## src/rtl/mem_arbiter.sv

```systemverilog
// mem_arbiter: shares one single-cycle memory port between instruction fetch
// and load/store traffic. Data has priority, with a starvation limit that
// forces a fetch grant after STARVE_LIMIT consecutive data wins. Stores that
// the memory would fault on are rewritten to an invalid load (op 3'b011) so a
// faulting access never changes memory contents. Responses come back one cycle
// after the grant and are routed to the requester that owned the grant.
//
// Optional feature: define MEM_ARBITER_STATS_EN to add three 32-bit wrapping
// counters (stat_if_grants, stat_d_grants, stat_if_stalls) as extra outputs.
module mem_arbiter #(
  parameter int unsigned STARVE_LIMIT = 4
) (
  input  logic        clk,
  input  logic        reset,

  // instruction-fetch request/response
  input  logic        if_req_valid,
  output logic        if_req_ready,
  input  logic [31:0] if_req_addr,
  output logic        if_resp_valid,
  output logic [31:0] if_resp_data,
  output logic        if_resp_fault,

  // load/store request/response
  input  logic        d_req_valid,
  output logic        d_req_ready,
  input  logic [2:0]  d_req_op,
  input  logic [31:0] d_req_addr,
  input  logic [31:0] d_req_wdata,
  output logic        d_resp_valid,
  output logic [31:0] d_resp_data,
  output logic        d_resp_fault,

  // shared memory port
  output logic [2:0]  mem_op,
  output logic [31:0] mem_addr,
  output logic [31:0] mem_in,
  input  logic [31:0] mem_out,
  input  logic        mem_fault
`ifdef MEM_ARBITER_STATS_EN
  ,
  output logic [31:0] stat_if_grants,
  output logic [31:0] stat_d_grants,
  output logic [31:0] stat_if_stalls
`endif
);

  // Memory op encodings used by the arbiter itself.
  localparam logic [2:0] OP_LW      = 3'b010;  // fetch is always a word load
  localparam logic [2:0] OP_BADLOAD = 3'b011;  // faults in memory, never writes
  localparam logic [2:0] OP_IDLE    = 3'b000;  // harmless byte load at 0

  localparam logic [1:0] SZ_BYTE = 2'b00;
  localparam logic [1:0] SZ_HALF = 2'b01;
  localparam logic [1:0] SZ_WORD = 2'b10;
  localparam logic [1:0] SZ_BAD  = 2'b11;

  localparam logic [7:0] LIMIT = 8'(STARVE_LIMIT);

  // Arbitration state and decode
  logic [7:0] starve_cnt;
  logic [7:0] starve_cnt_next;
  logic       force_if;
  logic       grant_if;
  logic       grant_d;
  logic       grant_any;

  logic       d_is_store;
  logic [1:0] d_size;
  logic       d_misaligned;
  logic       d_suppress;

  // Response tracking registers
  logic       resp_valid_q;
  logic       resp_owner_q;   // 0 = fetch, 1 = data
  logic       resp_store_q;

  // Grant decision: data wins unless it is absent or fetch has starved.
  always_comb begin
    force_if  = if_req_valid && (starve_cnt == LIMIT);
    grant_if  = 1'b0;
    grant_d   = 1'b0;
    if (!reset) begin
      if (if_req_valid && (!d_req_valid || force_if)) begin
        grant_if = 1'b1;
      end else if (d_req_valid) begin
        grant_d = 1'b1;
      end
    end
    grant_any    = grant_if || grant_d;
    if_req_ready = grant_if;
    d_req_ready  = grant_d;
  end

  // Decode the data request to spot stores the memory would fault on.
  always_comb begin
    d_is_store   = d_req_op[2];
    d_size       = d_req_op[1:0];
    d_misaligned = 1'b0;
    case (d_size)
      SZ_HALF: d_misaligned = d_req_addr[0];
      SZ_WORD: d_misaligned = (d_req_addr[1:0] != 2'b00);
      default: d_misaligned = 1'b0;
    endcase
    d_suppress = d_is_store && ((d_size == SZ_BAD) || d_misaligned);
  end

  // Drive the shared memory port straight from the grant.
  always_comb begin
    mem_op   = OP_IDLE;
    mem_addr = 32'h0;
    mem_in   = 32'h0;
    if (grant_if) begin
      mem_op   = OP_LW;
      mem_addr = if_req_addr;
    end else if (grant_d) begin
      // A faulting store becomes an invalid load so nothing is written,
      // while the memory still reports the fault back to the requester.
      mem_op   = d_suppress ? OP_BADLOAD : d_req_op;
      mem_addr = d_req_addr;
      mem_in   = d_req_wdata;
    end
  end

  // Next starvation count: counts data wins over a waiting fetch, saturating.
  always_comb begin
    starve_cnt_next = starve_cnt;
    if (!if_req_valid || grant_if) begin
      starve_cnt_next = 8'd0;
    end else if (grant_d && (starve_cnt != LIMIT)) begin
      starve_cnt_next = starve_cnt + 8'd1;
    end
  end

  // Starvation counter register.
  always_ff @(posedge clk or posedge reset) begin
    if (reset) begin
      starve_cnt <= 8'd0;
    end else begin
      starve_cnt <= starve_cnt_next;
    end
  end

  // Remember who owns the access in flight so its result can be routed back.
  always_ff @(posedge clk or posedge reset) begin
    if (reset) begin
      resp_valid_q <= 1'b0;
      resp_owner_q <= 1'b0;
      resp_store_q <= 1'b0;
    end else begin
      resp_valid_q <= grant_any;
      resp_owner_q <= grant_d;
      resp_store_q <= grant_d && d_is_store;
    end
  end

  // Route the registered memory result to its owner; the other side reads 0.
  always_comb begin
    if_resp_valid = 1'b0;
    if_resp_data  = 32'h0;
    if_resp_fault = 1'b0;
    d_resp_valid  = 1'b0;
    d_resp_data   = 32'h0;
    d_resp_fault  = 1'b0;
    if (resp_valid_q) begin
      if (resp_owner_q) begin
        d_resp_valid = 1'b1;
        d_resp_fault = mem_fault;
        // Stores and faulting accesses return no data.
        d_resp_data  = (mem_fault || resp_store_q) ? 32'h0 : mem_out;
      end else begin
        if_resp_valid = 1'b1;
        if_resp_fault = mem_fault;
        if_resp_data  = mem_fault ? 32'h0 : mem_out;
      end
    end
  end

`ifdef MEM_ARBITER_STATS_EN
  logic [31:0] stat_if_grants_reg;
  logic [31:0] stat_d_grants_reg;
  logic [31:0] stat_if_stalls_reg;

  // Free-running wrapping counters of grants and fetch stall cycles.
  always_ff @(posedge clk or posedge reset) begin
    if (reset) begin
      stat_if_grants_reg <= 32'h0;
      stat_d_grants_reg  <= 32'h0;
      stat_if_stalls_reg <= 32'h0;
    end else begin
      if (grant_if) begin
        stat_if_grants_reg <= stat_if_grants_reg + 32'h1;
      end
      if (grant_d) begin
        stat_d_grants_reg <= stat_d_grants_reg + 32'h1;
      end
      if (if_req_valid && !if_req_ready) begin
        stat_if_stalls_reg <= stat_if_stalls_reg + 32'h1;
      end
    end
  end

  assign stat_if_grants = stat_if_grants_reg;
  assign stat_d_grants  = stat_d_grants_reg;
  assign stat_if_stalls = stat_if_stalls_reg;
`endif

endmodule

```

## config.mk

```make
export PLATFORM = sky130hd
export DESIGN_NAME = mem_arbiter
export DESIGN_NICKNAME = d
export VERILOG_FILES = /design/src/rtl/mem_arbiter.sv
export SDC_FILE = /design/constraint.sdc
export NUM_CORES = 1
export LEC_CHECK = 0
export BUFFER_PORTS_ARGS = -buffer_cell sky130_fd_sc_hd__clkbuf_2
export CAP_MARGIN = 10
export CORE_AREA = 2 2 104 106
export DETAILED_ROUTE_END_ITERATION = 10
export DIE_AREA = 0 0 106 108
export SYNTH_ARGS = -nofsm -noshare
export SYNTH_HDL_FRONTEND = slang
export SYNTH_SLANG_ARGS = --single-unit
```

## constraint.sdc

```tcl
create_clock -name clk -period 2.3 [get_ports clk]
set_clock_uncertainty 0.1 [all_clocks]
set_input_delay 0.345 -clock clk [delete_from_list [all_inputs] [get_ports clk]]
set_output_delay 0.345 -clock clk [all_outputs]
set_load 0.05 [all_outputs]
```

[Word-level counts from Yosys, hierarchy flattened]
Cells that the tools add are included.
Operators by class
  add/subtract/negate cells: 1
  eq/ne operators: 5
  muxes and demuxes: 29
  reduce and logical (&&, ||, !) cells: 14
Operator list (count)
  $mux 32: 10
  $mux 8: 2
  $mux 1: 13
  $mux 3: 3
  $add 8x1->8 const B: 1
  $eq 8x3->1 const B: 1
  $ne 8x3->1 const B: 1
  $logic_and 1x1->1: 5
  $logic_or 1x1->1: 5
  $eq 2x2->1 const B: 2
  $reduce_bool 2->1: 2
  $eq 2x1->1 const B: 1
  $logic_not 1->1: 2
  $pmux 1 s2: 1
Storage, ports and cells
  register bits after elaboration: 11
  input port bits: 136
  output and inout port bits: 137
  word-level logic and storage cells: 53

[Logic depth before layout (Yosys ltp)]
Gate-level depths: netlist of the first run.
  word-level depth: 9
  depth in mapped cells: 7
  gate-level depth less buffers: 6

[Worst setup path after synthesis of the first run]
No wires, ideal clock.
  kind: reg2out
  start point: register starve_cnt[0]
  end point: output port mem_op[2]
  arrival time: 2.452 ns
  required time: 1.855 ns
  slack: -0.597 ns
  stages on the path, launching flop included: 7
  cells stage by stage: dfrtp_1 -> inv_1 -> ha_1 -> and4bb_4 -> a311oi_2 -> and2_1 -> nor3b_1
On the way
  longest elaborated chain between the ends: 8
  elaborated cells between the ends (all ways): 10
  classes of those cells: eq/ne (1); mux (6); reduce/logical (3)
RTL lines
  start, declared: line 61  | logic [7:0] starve_cnt;
  start signal, assigned: line 140  | starve_cnt <= starve_cnt_next;
  $eq 8x3->1 (*): line 80  | force_if = if_req_valid && (starve_cnt == LIMIT);
  $logic_and 1x1->1 (*): line 80
  $logic_or 1x1->1 (*): line 84  | if (if_req_valid && (!d_req_valid || force_if)) begin
  $logic_and 1x1->1 (*): line 84
  $mux 1: line 84
  $mux 1: line 83  | if (!reset) begin
  $mux 3: line 116  | end else if (grant_d) begin
  $mux 3 (*): line 113  | if (grant_if) begin
  end, declared: line 35  | output logic [2:0] mem_op,
Mark *: on every way between the ends. The rest lies on a longest branch, timed or not.

[Worst setup path in the final report of the first run]
  start point: register starve_cnt[0]
  end point: output port mem_addr[4]
On the way
  longest elaborated chain between the ends: 8
  elaborated cells between the ends (all ways): 10
  classes of those cells: eq/ne (1); mux (6); reduce/logical (3)
RTL lines
  $eq 8x3->1 (*): line 80
  $logic_and 1x1->1 (*): line 80
  $logic_or 1x1->1 (*): line 84
  $logic_and 1x1->1 (*): line 84
  $mux 1: line 84
  $mux 1: line 83
  $mux 32: line 116
  $mux 32 (*): line 113
  end, declared: line 36  | output logic [31:0] mem_addr,
Marks and branches as above.

==> results of run 1 <==
==> routing by layer <==
| layer | track usage, % | up-vias |
|---|---|---|
| li1 | - | 1435 |
| met3 | 3.858 | 10 |
| met1 | 17.90 | 1304 |
| met5 | 0 | - |
| met2 | 34.70 | 179 |
| met4 | 4.135 | 0 |
==> final cells by class <==
cell class / instances / area [µm²] / area share (%)
flip-flops and latches: 11 / 275.3 / 5.535
clock buffers: 4 / 45.04 / 0.9057
inverters: 9 / 41.29 / 0.8302
well taps: 136 / 170.2 / 3.421
repair buffers: 300 / 2778 / 55.85
multi-input cells: 219 / 1664 / 33.46
==> cell usage after synthesis <==
cell type  number
nand3_1         4
nor3b_4         1
a21oi_4         1
and3_2          1
nor3b_1         1
nand2_1         5
and2_1         35
nor2_1         68
and4bb_4        1
and3_1          2
xor2_1          4
nand2b_1       36
a21boi_0        3
o21ai_0         5
a21oi_1         3
and4b_1         1
ha_1            5
a311oi_2        1
nor4b_1         1
a211oi_1        2
nor3_4          1
buf_4           4
buf_6           3
dfrtp_1        11
nor2b_1         1
clkbuf_1       13
nand4_1         4
a22o_1         27
buf_2           1
o21bai_1        1
inv_1           9
a22o_2          5
==> critical path: stages (launching register included) <==
cell and delay (ps):
dfrtp_1 380, inv_2 80, ha_4 110, and4bb_4 280
a21oi_4 70, nor3b_4 230, buf_12 250, a22o_2 200
clkbuf_8 180
==> logic make-up (layout without fill, tap and decap cells) <==
group / count (synthesis) / count (layout) / synth area share, %
buffers and inverters: 30 / 313 / 8.438
adders and majority gates: 5 / 5 / 3.487
xor gates and xnor gates: 4 / 4 / 1.952
DFF: 11 / 11 / 15.34
AOI/OAI and AO/OA: 48 / 48 / 22.45
and+or+nand+nor: 162 / 162 / 48.33
==> state kept, by name, indices dropped and copies added (netlist names) <==
name and cells:
resp_owner_q 1, resp_store_q 1, resp_valid_q 1, starve_cnt 8
==> where the power goes <==
| part | switching [mW] | total (mW) | internal, mW |
|---|---|---|---|
| clock | 0.0669 | 0.188 | 0.121 |
| combinational | 0.585 | 1.07 | 0.480 |
| sequential | 0.00231 | 0.201 | 0.198 |
==> through the flow <==
stage | instances | total power [mW] | hold WS (ps) | area [µm²]
after global routing | 679 | 1.507 | 331.6 | 4974
after global placement | 658 | 1.094 | 469.8 | 4144
after detailed placement | 658 | 1.103 | 487.6 | 4144
after floorplan | 260 | 0.7100 | 360.7 | 1924
after CTS | 674 | 1.417 | 276.2 | 4795
final | 679 | 1.454 | 264.9 | 4974
==> worst paths after layout <==
kind,depth (start not counted),start,end
max,8,starve_cnt[0]$_DFFE_PP0P_,mem_addr[4]
min,3,reset,starve_cnt[1]$_DFFE_PP0P_
max reg2reg,9,starve_cnt[0]$_DFFE_PP0P_,resp_store_q$_DFF_PP0_
min reg2reg,2,starve_cnt[6]$_DFFE_PP0P_,starve_cnt[6]$_DFFE_PP0P_
max in group asynchronous,3,reset,resp_owner_q$_DFF_PP0_
min in group clk,3,if_req_valid,starve_cnt[3]$_DFFE_PP0P_
==> what timing repair did <==
action,in CTS,in global routing
pin swaps,19,11
endpoints found under the setup margin,68,69
setup buffers,8,1
gates cloned,4,4
gates resized for setup,102,22
==> impl_metrics.toml, run 1 <==
[outcome]
status = "complete, but fails checks"
violations = "negative setup slack"

[power]
p_leak_nw = 2.538
p_per_area_nw_per_um2 = 292.4
peakVddDrop_v = 0.0001633

[synthesis]
synthDominantCellAreaShare_pct = 15.34
synth.area.top_cells = "dfrtp_1 (15%), nor2_1 (14%), a22o_1 (13%)"
syn_nets = 401
syn_inst = 260
ys_warn_count = 0
syn-cell-area_um2 = 1794
syn-mean-instance-area_um2 = 6.901
ys_types = 32
ys_ff_latch = 11
synth_top_area_cell = "dfrtp_1"
seq_area_frac_synth_pct = 15.34

[global_route]
grt_usage_pct = 17.20
grt_pass1_wl_mm = 15.59
grt_pass1_vias = 2987
antenna_found_initial = 0
grt_overflow_total = 0
grt_max_degree = 36

[clocking]
cts_tree = "built"
clk_latency_ps = 230
cts.path.max_buffers = 2
clk_pin_slew_ps = 50
cts-root-buf = "clkbuf_8"
clock_sinks = 11
hold_buffers = 0
cts_made_buffers = 3
h-tree-depth = 1

[die]
core-area_um2 = 10230
io-pin-count = 273
fp.dieW_um = 106
start_util_pct = 17.54
die_area_um2 = 11450
core.rowCount = 37
die_y_um = 108

[finish]
syn2layout_area_growth_pct = 177.2
antenna_cells = 0
final_common_cell = "clkbuf_2"
fin_util_pct = 48.61
nFillCells = 919
layout.nets = 685
final_cell_mix = "clkbuf_2 (203), buf_12 (51), nor2_1 (47)"
drive_above_1_share_pct = 74.22

[routing]
drcViolationCount = 0
wl_per_cell_um = 16.30
post_drt_via_cell_ratio = 4.312
drt_iter0_markers = 241
ant_nets = 0
wl_met3_um = 980
wl_met2_mm = 6.045
firstDrtPassIters = 4
vias = 2928
m1WireLength_mm = 3.831
routed.top_layer = "met4"
drt_wl_total_mm = 11.07

[sta]
drv_slew = 0
finalHoldViolations = 0
max_freq_mhz = 402.1
rsz0062_at_grt = "true"
worst_pin_slew_ps = 503.7
min_period_ps = 2487
setup_ws_ps = -186.9
relSlewSlack_pct = 66.42
final-setup-viol-count = 67
fin_crit_sh_pct = 108.1
fin_tns_setup_ps = -8863

[min_path]
hp-class = "input port to asynchronous set/reset pin"

[setup_path]
path_class = "register to primary output"
crit_required_ps = 1860
worstPathMaxFanout = 35
worstPathArrival_ps = 2040
rrSetupSlack_ps = 490
worst_setup_path_start_kind = "register"
crit_path_end_kind = "primary output"

[placed_design]
gp_congestion = 0.8000
place_ws_ps = -25.04
post-dp-hpwl_mm = 8.420
portBuffers = 272

[job]
maxCapViolations = 0
(Power assumes the default switching activity.)
==> run 2, diff against run 1 <==
--- a/config.mk
+++ b/config.mk
@@ -5,11 +5,12 @@
 export SDC_FILE = /design/constraint.sdc
 export NUM_CORES = 1
 export LEC_CHECK = 0
+export ABC_AREA = 1
 export BUFFER_PORTS_ARGS = -buffer_cell sky130_fd_sc_hd__clkbuf_2
 export CAP_MARGIN = 10
-export CORE_AREA = 2 2 104 106
+export CORE_AREA = 2 2 107 109
 export DETAILED_ROUTE_END_ITERATION = 10
-export DIE_AREA = 0 0 106 108
+export DIE_AREA = 0 0 109 111
 export SYNTH_ARGS = -nofsm -noshare
 export SYNTH_HDL_FRONTEND = slang
 export SYNTH_SLANG_ARGS = --single-unit
==> run 2 against run 1 <==
Effect of this change:
- the run now ends clean
- utilization down 11 points
- worst setup slack gained 270 ps
- sequential power is essentially flat
- via count grew 15%
- critical path depth up 3
- final area shrank 17%
- sequential share of layout area up 1.1 points
- synthesized cell count increased by 52%
- maximum frequency increased by 12%
- clock power up 70%
- combinational power decreased by 22%
- cell count increased by 19%
- largest cell class unchanged
==> impl_metrics.toml, run 2 <==
[clocking]
clk_pin_slew_ps = 40
cts.path.max_buffers = 2
clock_sinks = 11
cts_tree = "built"
cts_made_buffers = 3
h-tree-depth = 1
cts-root-buf = "clkbuf_16"
clk_latency_ps = 240

[die]
start_util_pct = 18.04
die_y_um = 111
core-area_um2 = 11080
fp.dieW_um = 109
die_area_um2 = 12100
io-pin-count = 273
core.rowCount = 39

[sta]
fin_crit_sh_pct = 96.28
drv_slew = 0
min_period_ps = 2214
finalHoldViolations = 0
relSlewSlack_pct = 64.03
fin_tns_setup_ps = 0
final-setup-viol-count = 0
max_freq_mhz = 451.6
worst_pin_slew_ps = 539.6

[setup_path]
worstPathArrival_ps = 1770
crit_path_end_kind = "primary output"
ff2ff_path_depth = 8
worst_setup_path_start_kind = "register"
crit_required_ps = 1860
worstPathMaxFanout = 12
path_class = "register to primary output"

[global_route]
antenna_found_initial = 0
top_usage_layer = "met2"
grt_use_met1_pct = 16.41
grt_pass1_wl_mm = 13.72
grt_overflow_total = 0
grt_max_degree = 64
grt_use_met3_pct = 2.587
grt_pass1_vias = 2855
grt_usage_pct = 14.02
use_met2_pct = 25.80

[placed_design]
dp.cells = 797
portBuffers = 272
post-dp-hpwl_mm = 7.716
gp_congestion = 0.8323

[synthesis]
synth.area.top_cells = "nand2_1 (23%), nor3_1 (16%), inv_1 (15%)"
syn_nets = 535
syn-mean-instance-area_um2 = 5.071
synth_top_area_cell = "nand2_1"
seq_area_frac_synth_pct = 13.78
synthDominantCellAreaShare_pct = 23.11
synth_edf_count = 0
syn_inst = 394
ys_ff_latch = 11
synth_ff_type = "dfrtp_1"
syn-cell-area_um2 = 1998
async_flop_share_pct = 100.0
synth_most_common_cell = "nand2_1"
ys_types = 26
synth_common_cells = "nand2_1 (123), inv_1 (81), nor3_1 (64), nor2_1 (46), nand3_1 (12)"
ys_warn_count = 0

[job]
maxCapViolations = 0

[finish]
fin_util_pct = 37.34
final_cell_mix = "clkbuf_2 (235), nand2_1 (119), inv_1 (80)"
largest_register_ff_count = 8
drive_above_1_share_pct = 53.85
instances_no_fill = 806
syn2layout_area_growth_pct = 107.0
antenna_cells = 0
nFillCells = 1207
layout.nets = 805
max_flop_register = "starve_cnt"
final_common_cell = "clkbuf_2"

[power]
p_leak_nw = 2.647
peakVddDrop_v = 0.0001859
p_per_area_nw_per_um2 = 327.2

[outcome]
status = "finished clean"

[routing]
vias = 3361
drcViolationCount = 0
drt_wl_total_mm = 9.712
post_drt_via_cell_ratio = 4.170
firstDrtPassIters = 4
wl_per_cell_um = 12.05
drt_iter0_markers = 226
ant_nets = 0

[min_path]
hp-class = "input port to asynchronous set/reset pin"
run 2: final timing paths:
check	slack, ps	startpoint	end
min	180	reset	starve_cnt[7]$_DFFE_PP0P_
max	90	starve_cnt[0]$_DFFE_PP0P_	mem_addr[9]
max in group asynchronous	1740	reset	starve_cnt[1]$_DFFE_PP0P_
max reg2reg	720	starve_cnt[0]$_DFFE_PP0P_	starve_cnt[3]$_DFFE_PP0P_
min in group clk	290	d_req_op[2]	resp_store_q$_DFF_PP0_
min reg2reg	470	starve_cnt[6]$_DFFE_PP0P_	starve_cnt[6]$_DFFE_PP0P_
run 2: metrics by stage:
step | setup slack, ps | instance area (µm²) | total power [mW] | hold slack [ps]
global placement | 152.2 | 3814 | 0.9870 | 441.3
floorplan | -174.9 | 2226 | 0.7246 | 249.3
global route | -6.528 | 4136 | 1.430 | 205.9
CTS | 2.572 | 3966 | 1.324 | 189.1
finish | 85.58 | 4136 | 1.354 | 182.7
detailed placement | 155.2 | 3814 | 0.9875 | 432.8
run 2: repair_timing:
item | in CTS | in global routing
endpoints found under the setup margin | 63 | 68
hold buffers | 0 | 0
resized for setup | 29 | 58
gates cloned | 0 | 4
setup buffers | 0 | 1
pin swaps | 0 | 3
run 2: final cells by class:
type,count,area [µm²],area share [%]
Timing Repair Buffer,291,1782,43.07
Multi-Input combinational cell,273,1494,36.12
Inverter,84,327.8,7.925
Sequential cell,11,275.3,6.655
Tap cell,143,178.9,4.325
Clock buffer,4,78.83,1.906
run 2: cells by family after synthesis:
kind of cell / count (synthesis) / synth area share [%]
adders and majority gates: 5 / 3.131
xor gates and xnor gates: 3 / 1.315
AOI/OAI and AO/OA: 6 / 1.753
DFF: 11 / 13.78
and+or+nand+nor: 259 / 56.36
buffers and inverters: 110 / 23.67
run 2: power by group:
group | internal, mW | switching (mW) | total [mW]
logic | 0.260 | 0.572 | 0.832
registers | 0.199 | 0.00231 | 0.201
clock network | 0.233 | 0.0871 | 0.320
total | 0.692 | 0.661 | 1.35
run 2: layer usage:
| metal | part of all wire [%] | up-vias |
|---|---|---|
| met4 | 1.8 | 0 |
| met2 | 48 | 207 |
| met5 | 0 | - |
| li1 | - | 1711 |
| met3 | 10 | 16 |
| met1 | 40 | 1427 |
run 2: worst max-delay path, stage by stage (launching register included):
cell	delay, ps
dfrtp_1	370
inv_1	70
ha_1	160
nand3_2	100
nor2_4	110
nand2_2	70
nand3_4	100
inv_8	70
buf_12	150
nand2_1	90
nand2_1	60
buf_4	180
==> run 3, diff against run 2 <==
--- a/config.mk
+++ b/config.mk
@@ -8,9 +8,13 @@
 export ABC_AREA = 1
 export BUFFER_PORTS_ARGS = -buffer_cell sky130_fd_sc_hd__clkbuf_2
 export CAP_MARGIN = 10
-export CORE_AREA = 2 2 107 109
+export CELL_PAD_IN_SITES_DETAIL_PLACEMENT = 0
+export CELL_PAD_IN_SITES_GLOBAL_PLACEMENT = 1
+export CORE_ASPECT_RATIO = 0.75
+export CORE_UTILIZATION = 17
 export DETAILED_ROUTE_END_ITERATION = 10
-export DIE_AREA = 0 0 109 111
+export PLACE_DENSITY_LB_ADDON = 0.1
+export REMOVE_ABC_BUFFERS = 1
 export SYNTH_ARGS = -nofsm -noshare
 export SYNTH_HDL_FRONTEND = slang
 export SYNTH_SLANG_ARGS = --single-unit
==> run 3 against run 2 <==
Effect of this change:
- worst setup slack gained 9.2 ps
- total power rose by 2.2%
- largest power group unchanged
- register-to-register slack improved by 70 ps
- largest cell class unchanged
- utilization is essentially flat
- hold slack better by 19 ps
- critical path type unchanged
==> impl_metrics.toml, run 3 (synthesis results as in run 2) <==
[global_route]
grt_pass1_wl_mm = 13.98
antenna_found_initial = 0
grt_pass1_vias = 2797
grt_usage_pct = 14.56
grt_max_degree = 37
grt_overflow_total = 0

[placed_design]
gp_congestion = 0.7584
place_ws_ps = 141.2
portBuffers = 272
dp.cells = 812
place_area_um2 = 3791
post-dp-hpwl_mm = 8.019

[die]
io-pin-count = 273
core.rowCount = 33
start_util_pct = 17.86
die_y_um = 95.89
die_area_um2 = 12200
fp.dieW_um = 127.2
core-area_um2 = 11190

[power]
p_per_area_nw_per_um2 = 331.0
p_leak_nw = 2.657
power_mw = 1.383
peakVddDrop_v = 0.0002418

[setup_path]
slowest_delay_ps = 390
critPathBufInv = 3
path_class = "register to primary output"
crit_required_ps = 1860
worstPathArrival_ps = 1760
crit_chain = "inv_2 -> ha_4 -> nand3_4 -> nor2_4 -> nand2_2 -> nand3_4 -> buf_4 -> nor2_1 -> clkbuf_2"
critical_path.slowest_cell = "dfrtp_1"
rrSetupSlack_ps = 790
worstPathMaxFanout = 16
crit_path_end_kind = "primary output"
crit_top_cell = "nand3_4"
worst_setup_path_start_kind = "register"
crit_family = "buffers and inverters"

[routing]
post_drt_via_cell_ratio = 3.935
ant_nets = 0
wl_per_cell_um = 12.07
firstDrtPassIters = 4
drt_wl_total_mm = 9.896
drcViolationCount = 0
drt_iter0_markers = 100
vias = 3227

[clocking]
cts_tree = "built"
hold_buffers = 0
clk_pin_slew_ps = 40
cts.path.max_buffers = 2
clk_latency_ps = 240
h-tree-depth = 1
clock_sinks = 11
cts_made_buffers = 3
cts-root-buf = "clkbuf_16"

[job]
maxCapViolations = 0

[sta]
drv_slew = 0
fin_crit_sh_pct = 95.88
relSlewSlack_pct = 70.20
finalHoldViolations = 0
worst_pin_slew_ps = 445.4
final-setup-viol-count = 0
rsz0062_at_grt = "true"
setup_ws_ps = 94.76
min_period_ps = 2205
max_freq_mhz = 453.5

[finish]
max_flop_register = "starve_cnt"
final_cell_mix = "clkbuf_2 (231), nand2_1 (118), inv_1 (78)"
final_common_cell = "clkbuf_2"
final_area_um2 = 4178
layout.nets = 805
antenna_cells = 0
largest_register_ff_count = 8
nFillCells = 1255
instances_no_fill = 820
drive_above_1_share_pct = 47.81
syn2layout_area_growth_pct = 109.1
fin_util_pct = 37.34

[min_path]
hp-class = "input port to asynchronous set/reset pin"

[outcome]
status = "finished clean"
[run 3: layer usage]
| metal | vias up | share of wire, % | global-route usage [%] |
|---|---|---|---|
| li1 | 1719 | - | - |
| met1 | 1362 | 39 | 15.68 |
| met2 | 142 | 52 | 28.66 |
| met3 | 4 | 8.7 | 4.614 |
| met4 | 0 | 0.64 | 1.885 |
| met5 | - | 0 | 0 |
[run 3: final cells by class]
type	count	area (µm²)	area share, %
flip-flops and latches	11	276.5	6.619
well taps	157	196.4	4.702
clock buffers	4	78.83	1.887
multi-input cells	273	1291	30.91
repair buffers	291	2009	48.10
inverters	84	325.3	7.787
[run 3: timing repair]
action	4_1_cts	5_1_grt
pin swaps	3	0
gates cloned	1	2
endpoints found under the hold margin	0	0
endpoints found under the setup margin	62	84
gates resized for setup	47	21
buffers inserted	1	0
[run 3: metrics by stage]
| stage | hold slack [ps] | TNS, ps |
|---|---|---|
| after floorplan | 88.40 | -36780 |
| after global placement | 448.8 | 0 |
| after global routing | 226.3 | -11.78 |
| after detailed placement | 464.3 | 0 |
| final | 202.0 | 0 |
| after CTS | 210.8 | 0 |
[run 3: report_power, final]
part / internal [mW] / leakage, nW / switching (mW)
registers: 0.199 / 0.148 / 0.00273
logic: 0.299 / 2.47 / 0.554
clock network: 0.234 / 0.0382 / 0.0947
[run 3: worst reg2reg max path: stages, from the launching register on]
cell and delay (ps):
dfrtp_1 390, inv_2 80, ha_4 140, nand3_4 80
nor2_4 140, nand2_2 70, nand3_4 100, buf_4 220
nand2_1 80
[run 3: final timing paths]
check,from,to,cells after the start
max,starve_cnt[1]$_DFFE_PP0P_,mem_in[13],9
min in group clk,d_req_op[2],resp_store_q$_DFF_PP0_,3
min,reset,starve_cnt[0]$_DFFE_PP0P_,3
max reg2reg,starve_cnt[1]$_DFFE_PP0P_,resp_valid_q$_DFF_PP0_,8
max in group asynchronous,reset,starve_cnt[5]$_DFFE_PP0P_,3
min reg2reg,starve_cnt[6]$_DFFE_PP0P_,starve_cnt[6]$_DFFE_PP0P_,2
